File: src/rtl/fetch_pkg.sv
// Shared types and constants for the instruction-fetch sequencer.
package fetch_pkg;

  typedef enum logic [2:0] {
    IDLE,
    FETCH,
    HOLD,
    DRAIN,
    HALTED
  } fetch_state_t;

  localparam int unsigned PC_STEP             = 4;
  localparam logic [31:0] DEFAULT_TRAP_VECTOR = 32'h0000_0100;

endpackage

File: src/rtl/fetch_buf.sv
// One-entry instruction buffer: holds a fetched word and its address until
// decode takes it or a redirect flushes it.
module fetch_buf #(
  parameter int size = 32
) (
  input  logic            CLK,
  input  logic            RESET_N,
  input  logic            i_load,
  input  logic            i_clear,
  input  logic [31:0]     i_instr,
  input  logic [size-1:0] i_pc,
  output logic            o_valid,
  output logic [31:0]     o_instr,
  output logic [size-1:0] o_pc
);

  logic            r_valid;
  logic [31:0]     r_instr;
  logic [size-1:0] r_pc;

  // NOTE: sequential state uses <= so every flop samples pre-edge values.
  always_ff @(posedge CLK or negedge RESET_N) begin
    if (!RESET_N) begin
      r_valid <= 1'b0;
      r_instr <= '0;
      r_pc    <= '0;
    end else if (i_clear) begin
      r_valid <= 1'b0;
    end else if (i_load) begin
      r_valid <= 1'b1;
      r_instr <= i_instr;
      r_pc    <= i_pc;
    end
  end

  assign o_valid = r_valid;
  assign o_instr = r_instr;
  assign o_pc    = r_pc;

endmodule

File: src/rtl/pc_sequencer.sv
// Fetch controller: drives PC_in, runs the imem req/ack handshake, buffers one
// instruction for decode and handles redirects, traps and halt.
module pc_sequencer
  import fetch_pkg::*;
#(
  parameter int              size        = 32,
  parameter logic [size-1:0] TRAP_VECTOR = size'(DEFAULT_TRAP_VECTOR)
) (
  input  logic            CLK,
  input  logic            RESET_N,
  input  logic [size-1:0] PC,
  output logic [size-1:0] PC_in,
  output logic            imem_req,
  output logic [size-1:0] imem_addr,
  input  logic            imem_ack,
  input  logic [31:0]     imem_rdata,
  output logic            instr_valid,
  output logic [31:0]     instr,
  output logic [size-1:0] instr_pc,
  input  logic            instr_ready,
  input  logic            redirect_valid,
  input  logic [size-1:0] redirect_target,
  input  logic            trap,
  input  logic            halt,
  output logic [size-1:0] epc,
  output logic            halted
);

  fetch_state_t    r_state, w_state_next;
  logic [size-1:0] r_fetch_addr, r_epc, w_target;
  logic            w_event, w_buf_load, w_buf_clear, w_fa_load;

  // Trap outranks redirect; both share the flush/retarget path.
  assign w_event  = trap | redirect_valid;
  assign w_target = trap ? TRAP_VECTOR : {redirect_target[size-1:2], 2'b00};

  always_ff @(posedge CLK or negedge RESET_N) begin
    if (!RESET_N) r_state <= IDLE;
    else          r_state <= w_state_next;
  end

  always_comb begin
    w_state_next = r_state;
    case (r_state)
      IDLE:   w_state_next = (!w_event && halt) ? HALTED : FETCH;
      FETCH: begin
        if (w_event)       w_state_next = imem_ack ? FETCH : DRAIN;
        else if (imem_ack) w_state_next = HOLD;
      end
      HOLD: begin
        if (w_event)          w_state_next = FETCH;
        else if (instr_ready) w_state_next = halt ? HALTED : FETCH;
      end
      DRAIN:  if (imem_ack) w_state_next = FETCH;
      HALTED: if (w_event)  w_state_next = FETCH;
      default: w_state_next = IDLE;
    endcase
  end

  // NOTE: every output gets a default first, so no path can infer a latch.
  always_comb begin
    PC_in       = PC;
    w_buf_load  = 1'b0;
    w_buf_clear = 1'b0;
    if (w_event) begin
      PC_in       = w_target;
      w_buf_clear = 1'b1;
    end
    case (r_state)
      FETCH: if (!w_event && imem_ack) begin
        w_buf_load = 1'b1;
        PC_in      = PC + size'(PC_STEP);
      end
      HOLD:  if (!w_event && instr_ready) w_buf_clear = 1'b1;
      default: ;
    endcase
    // Capture the fetch address only on entry to FETCH; DRAIN keeps the old one.
    w_fa_load = (w_state_next == FETCH) &&
                ((r_state != FETCH) || (w_event && imem_ack));
  end

  always_ff @(posedge CLK or negedge RESET_N) begin
    if (!RESET_N) begin
      r_fetch_addr <= '0;
      r_epc        <= '0;
    end else begin
      if (w_fa_load) r_fetch_addr <= PC_in;
      if (trap)      r_epc        <= instr_valid ? instr_pc : PC;
    end
  end

  fetch_buf #(.size(size)) u_fetch_buf (
    .CLK     (CLK),
    .RESET_N (RESET_N),
    .i_load  (w_buf_load),
    .i_clear (w_buf_clear),
    .i_instr (imem_rdata),
    .i_pc    (r_fetch_addr),
    .o_valid (instr_valid),
    .o_instr (instr),
    .o_pc    (instr_pc)
  );

  assign imem_req  = (r_state == FETCH) || (r_state == DRAIN);
  assign imem_addr = r_fetch_addr;
  assign halted    = (r_state == HALTED);
  assign epc       = r_epc;

endmodule

File: config.mk
export PLATFORM = sky130hd
export DESIGN_NAME = pc_sequencer
export DESIGN_NICKNAME = d
export VERILOG_FILES = /design/src/rtl/fetch_pkg.sv /design/src/rtl/fetch_buf.sv /design/src/rtl/pc_sequencer.sv
export SDC_FILE = /design/constraint.sdc
export NUM_CORES = 1
export LEC_CHECK = 0
export CAP_MARGIN = 15
export CELL_PAD_IN_SITES_DETAIL_PLACEMENT = 1
export CELL_PAD_IN_SITES_GLOBAL_PLACEMENT = 1
export CORE_AREA = 5 5 174 134
export CTS_CLUSTER_DIAMETER = 50
export DETAILED_ROUTE_END_ITERATION = 12
export DIE_AREA = 0 0 179 139
export GPL_TIMING_DRIVEN = 0
export PLACE_DENSITY_LB_ADDON = 0.2
export RECOVER_POWER = 100
export SLEW_MARGIN = 20
export SYNTH_ARGS = -nofsm -noshare
export SYNTH_HDL_FRONTEND = slang
export SYNTH_SLANG_ARGS = --single-unit
File: constraint.sdc
create_clock -name CLK -period 3.3 [get_ports CLK]
set_clock_uncertainty 0.2 [all_clocks]
set_input_delay 0.66 -clock CLK [delete_from_list [all_inputs] [get_ports CLK]]
set_output_delay 0.66 -clock CLK [all_outputs]
set_load 0.02 [all_outputs]
==> flow_metrics.tcl <==
set metrics [dict create \
    syn_nets 822 \
    cts_sinks 132 \
    r2r-end "imem_addr[14]$_DFFE_PN0P_" \
    cts_tree "yes" \
    routed_wl_um 28030 \
    fin_crit_sh_pct 104.0 \
    grtUsageTotal_pct 22.28 \
    clkPwrFrac_pct 32.1 \
    failed_checks "capacitance limit, slew limit, setup timing" \
    pwr-share-comb_pct 33.9 \
    die_h_um 139 \
    regArea_um2 3304 \
    grt_pass1_vias 6951 \
    power.switching_mw 2.262 \
    endpoint "PC_in[14]" \
    rr_startpoint "r_state[1]$_DFF_PN0_" \
    setup_ws_ns -0.1323 \
    ir_drop_uv 327.3 \
    p_int_mw 4.394 \
    wl_per_cell_um 21.00 \
    core_um2 21580 \
    max-slew-margin-rel_pct -0.2000 \
    place_ws_ns -1.863 \
    status "complete, but fails checks" \
    port_buffers 257 \
    r2r_cells 9 \
    synth_cell_types 54 \
    n_fill_cell 2447 \
    dp.cells 1270 \
    worstSetupEndpointType "primary output" \
    rrSetupSlack_ns 0.65 \
    clk_pin_slew_ns 0.06 \
    slew_viol_final 46 \
    firstDrtPassIters 5 \
    max-cap-violations 1 \
    postLayoutCoreUtil_pct 50.04 \
    async_flop_share_pct 100.0 \
    antenna_found_initial 1 \
    area_growth_pct 60.31 \
    seqPwrFrac_pct 34.0 \
    path_class "reg -> out" \
    setup.worst_path.start "r_state[1]$_DFF_PN0_" \
    first_iter_violations 312 \
    worstPathArrival_ns 2.57 \
    ys_warn_count 0 \
    worstPathRequired_ns 2.44 \
    drc 0 \
    power_mw 6.655 \
    num_vias 6529 \
    syn_avg_cell_area_um2 9.382 \
    numCtsBuffers 17 \
    num_rows 47 \
    cts-root-buf "clkbuf_16" \
    clockBufferDepth 2 \
    clock_latency_ns 0.42 \
    worst_slew_pin_slew_ns 1.503 \
    pwr_density_cell_nw_per_um2 616.3 \
    grt_pass1_wl_um 42640 \
    dp_hpwl_um 20970 \
    routed_via_density 4.891 \
    cts_max_level 4 \
    finalSetupViolations 4 \
    ant_nets 0 \
    start_kind "register" \
    grt_max_degree 77 \
    gp_congestion 0.8098 \
    syn_area_um2 6736 \
    p_leak_nw 5.030 \
    synth_edf_count 0 \
    worst-path-max-fanout 5 \
    finalHoldViolations 0 \
    final.setup.tns_ns -0.3650 \
    multi_input_comb_area_um2 3437 \
    num-nets-final 1132 \
    netlist_instances 718 \
    start_util_pct 31.21 \
    die_w_um 179 \
    fmax_mhz 291.4 \
    seq_area_frac_synth_pct 49.03 \
    hp-class "reg -> reg" \
    drive_above_1_share_pct 19.81 \
    fp.dieArea_um2 24880 \
    sw_frac_of_total_pct 33.98 \
    final_cells 1335 \
    period_needed_ns 3.432 \
    synth_flop_cell "dfrtp_1" \
    grt.overflow.total 0 \
    rsz0062_at_grt "true" \
    ios 266 \
    ys_ff_latch 132 \
]
[timing repair]
action	in CTS	in global routing
hold endpoints to repair	34	0
hold buffers	1	0
endpoints found under the setup margin	111	25
pin swaps	17	18
buffers inserted	28	8
resized for setup	216	66
[sequential cells by signal, summed over array words and instances (netlist names)]
signal and count:
u_fetch_buf.o_pc 32, r_state 3, u_fetch_buf.o_instr 32, epc 32, imem_addr 32, u_fetch_buf.o_valid 1
[layout make-up]
type	count	area share (%)
multi-input cells	521	31.83
flip-flops and latches	132	30.60
repair buffers	295	25.18
clock buffers	19	4.194
well taps	294	3.406
plain buffers	48	2.456
clock inverters	12	1.865
inverters	13	0.4519
diodes	1	0.02317
[cells by family after synthesis]
| kind of cell | synth area share [%] |
|---|---|
| AO/OA/AOI/OAI | 9.287 |
| XOR/XNOR | 2.860 |
| adder cells (fa/ha/maj) | 0.1857 |
| buffers and inverters | 4.290 |
| flip-flops | 49.03 |
| multiplexers | 12.82 |
| AND/OR/NAND/NOR | 21.53 |
[Yosys cell counts, drive strengths merged, types with 4 or more instances]
master,instances,share of area [%]
a21oi,43,3.2
and4,5,0.65
o21ai,9,0.67
o22ai,6,0.56
buf,15,1.5
dfrtp,132,49
xor2,11,1.4
a211oi,10,1.2
nor4,13,1.3
nor2,54,3.0
nand3,11,0.82
mux2,33,7.0
nand4,16,1.5
and2,4,0.37
xnor2,11,1.4
nand2,200,11
o21bai,6,0.67
mux2i,39,5.8
clkbuf,37,2.1
nor3,5,0.54
or3,6,0.56
a21o,7,0.78
inv,13,0.72
[worst min path at each step]
| stage | start | end | slack [ns] | depth (start not counted) |
|---|---|---|---|---|
| 2_1_floorplan | RESET_N | epc[0]$_DFFE_PN0P_ | 0.16 | 0 |
| 3_3_place_gp | u_fetch_buf.o_instr[26]$_DFFE_PN0P_ | u_fetch_buf.o_instr[26]$_DFFE_PN0P_ | 0.26 | 2 |
| 3_5_place_dp | u_fetch_buf.o_instr[1]$_DFFE_PN0P_ | u_fetch_buf.o_instr[1]$_DFFE_PN0P_ | 0.26 | 2 |
| 4_1_cts | u_fetch_buf.o_instr[29]$_DFFE_PN0P_ | u_fetch_buf.o_instr[29]$_DFFE_PN0P_ | 0.28 | 2 |
| 5_1_grt | u_fetch_buf.o_instr[12]$_DFFE_PN0P_ | u_fetch_buf.o_instr[12]$_DFFE_PN0P_ | 0.28 | 2 |
| 6_report | u_fetch_buf.o_instr[30]$_DFFE_PN0P_ | u_fetch_buf.o_instr[30]$_DFFE_PN0P_ | 0.27 | 2 |
[metrics by stage]
| stage | hold slack, ns | cell area, um^2 |
|---|---|---|
| after floorplan | 0.1644 | 6736 |
| after global placement | 0.2562 | 9677 |
| after detailed placement | 0.2622 | 9709 |
| after CTS | 0.2769 | 10760 |
| after global routing | 0.2846 | 10800 |
| final | 0.2654 | 10800 |
[worst max-delay path, cell delays in order (launching register included)]
cell	delay [ns]
dfrtp_1	0.40
and4bb_4	0.40
nand4_1	0.22
buf_4	0.22
buf_6	0.10
or3_4	0.32
a311oi_2	0.29
buf_4	0.20
[per-layer routing]
layer | track usage [%] | wire [um] | share of wire, %
met2 | 35.23 | 13090 | 47
met4 | 4.239 | 244 | 0.87
met1 | 30.79 | 12920 | 46
met5 | 0 | 12 | 0.043
met3 | 6.214 | 1769 | 6.3
[cells in the final DEF (no fill, tap or decap), types with 25 or more instances in the layout]
cell	synthesis	routed
mux2i_1	39	39
buf_4	0	46
clkdlybuf4s50_1	0	77
a21oi_1	43	42
dlygate4sd3_1	0	126
dfrtp_1	132	131
clkbuf_1	36	25
mux2_4	27	27
nor2_1	54	53
nand2_1	200	200
[power groups by stage]
| stage | Sequential (mW) | Combinational (mW) | Clock [mW] |
|---|---|---|---|
| floorplan | 2.74 | 0.653 | 0 |
| global placement | 2.29 | 2.34 | 0 |
| detailed placement | 2.30 | 2.37 | 0 |
| CTS | 2.28 | 2.41 | 2.17 |
| global route | 2.32 | 2.41 | 2.25 |
| finish | 2.26 | 2.26 | 2.13 |
Note: power is estimated with default switching activity, not from simulation.
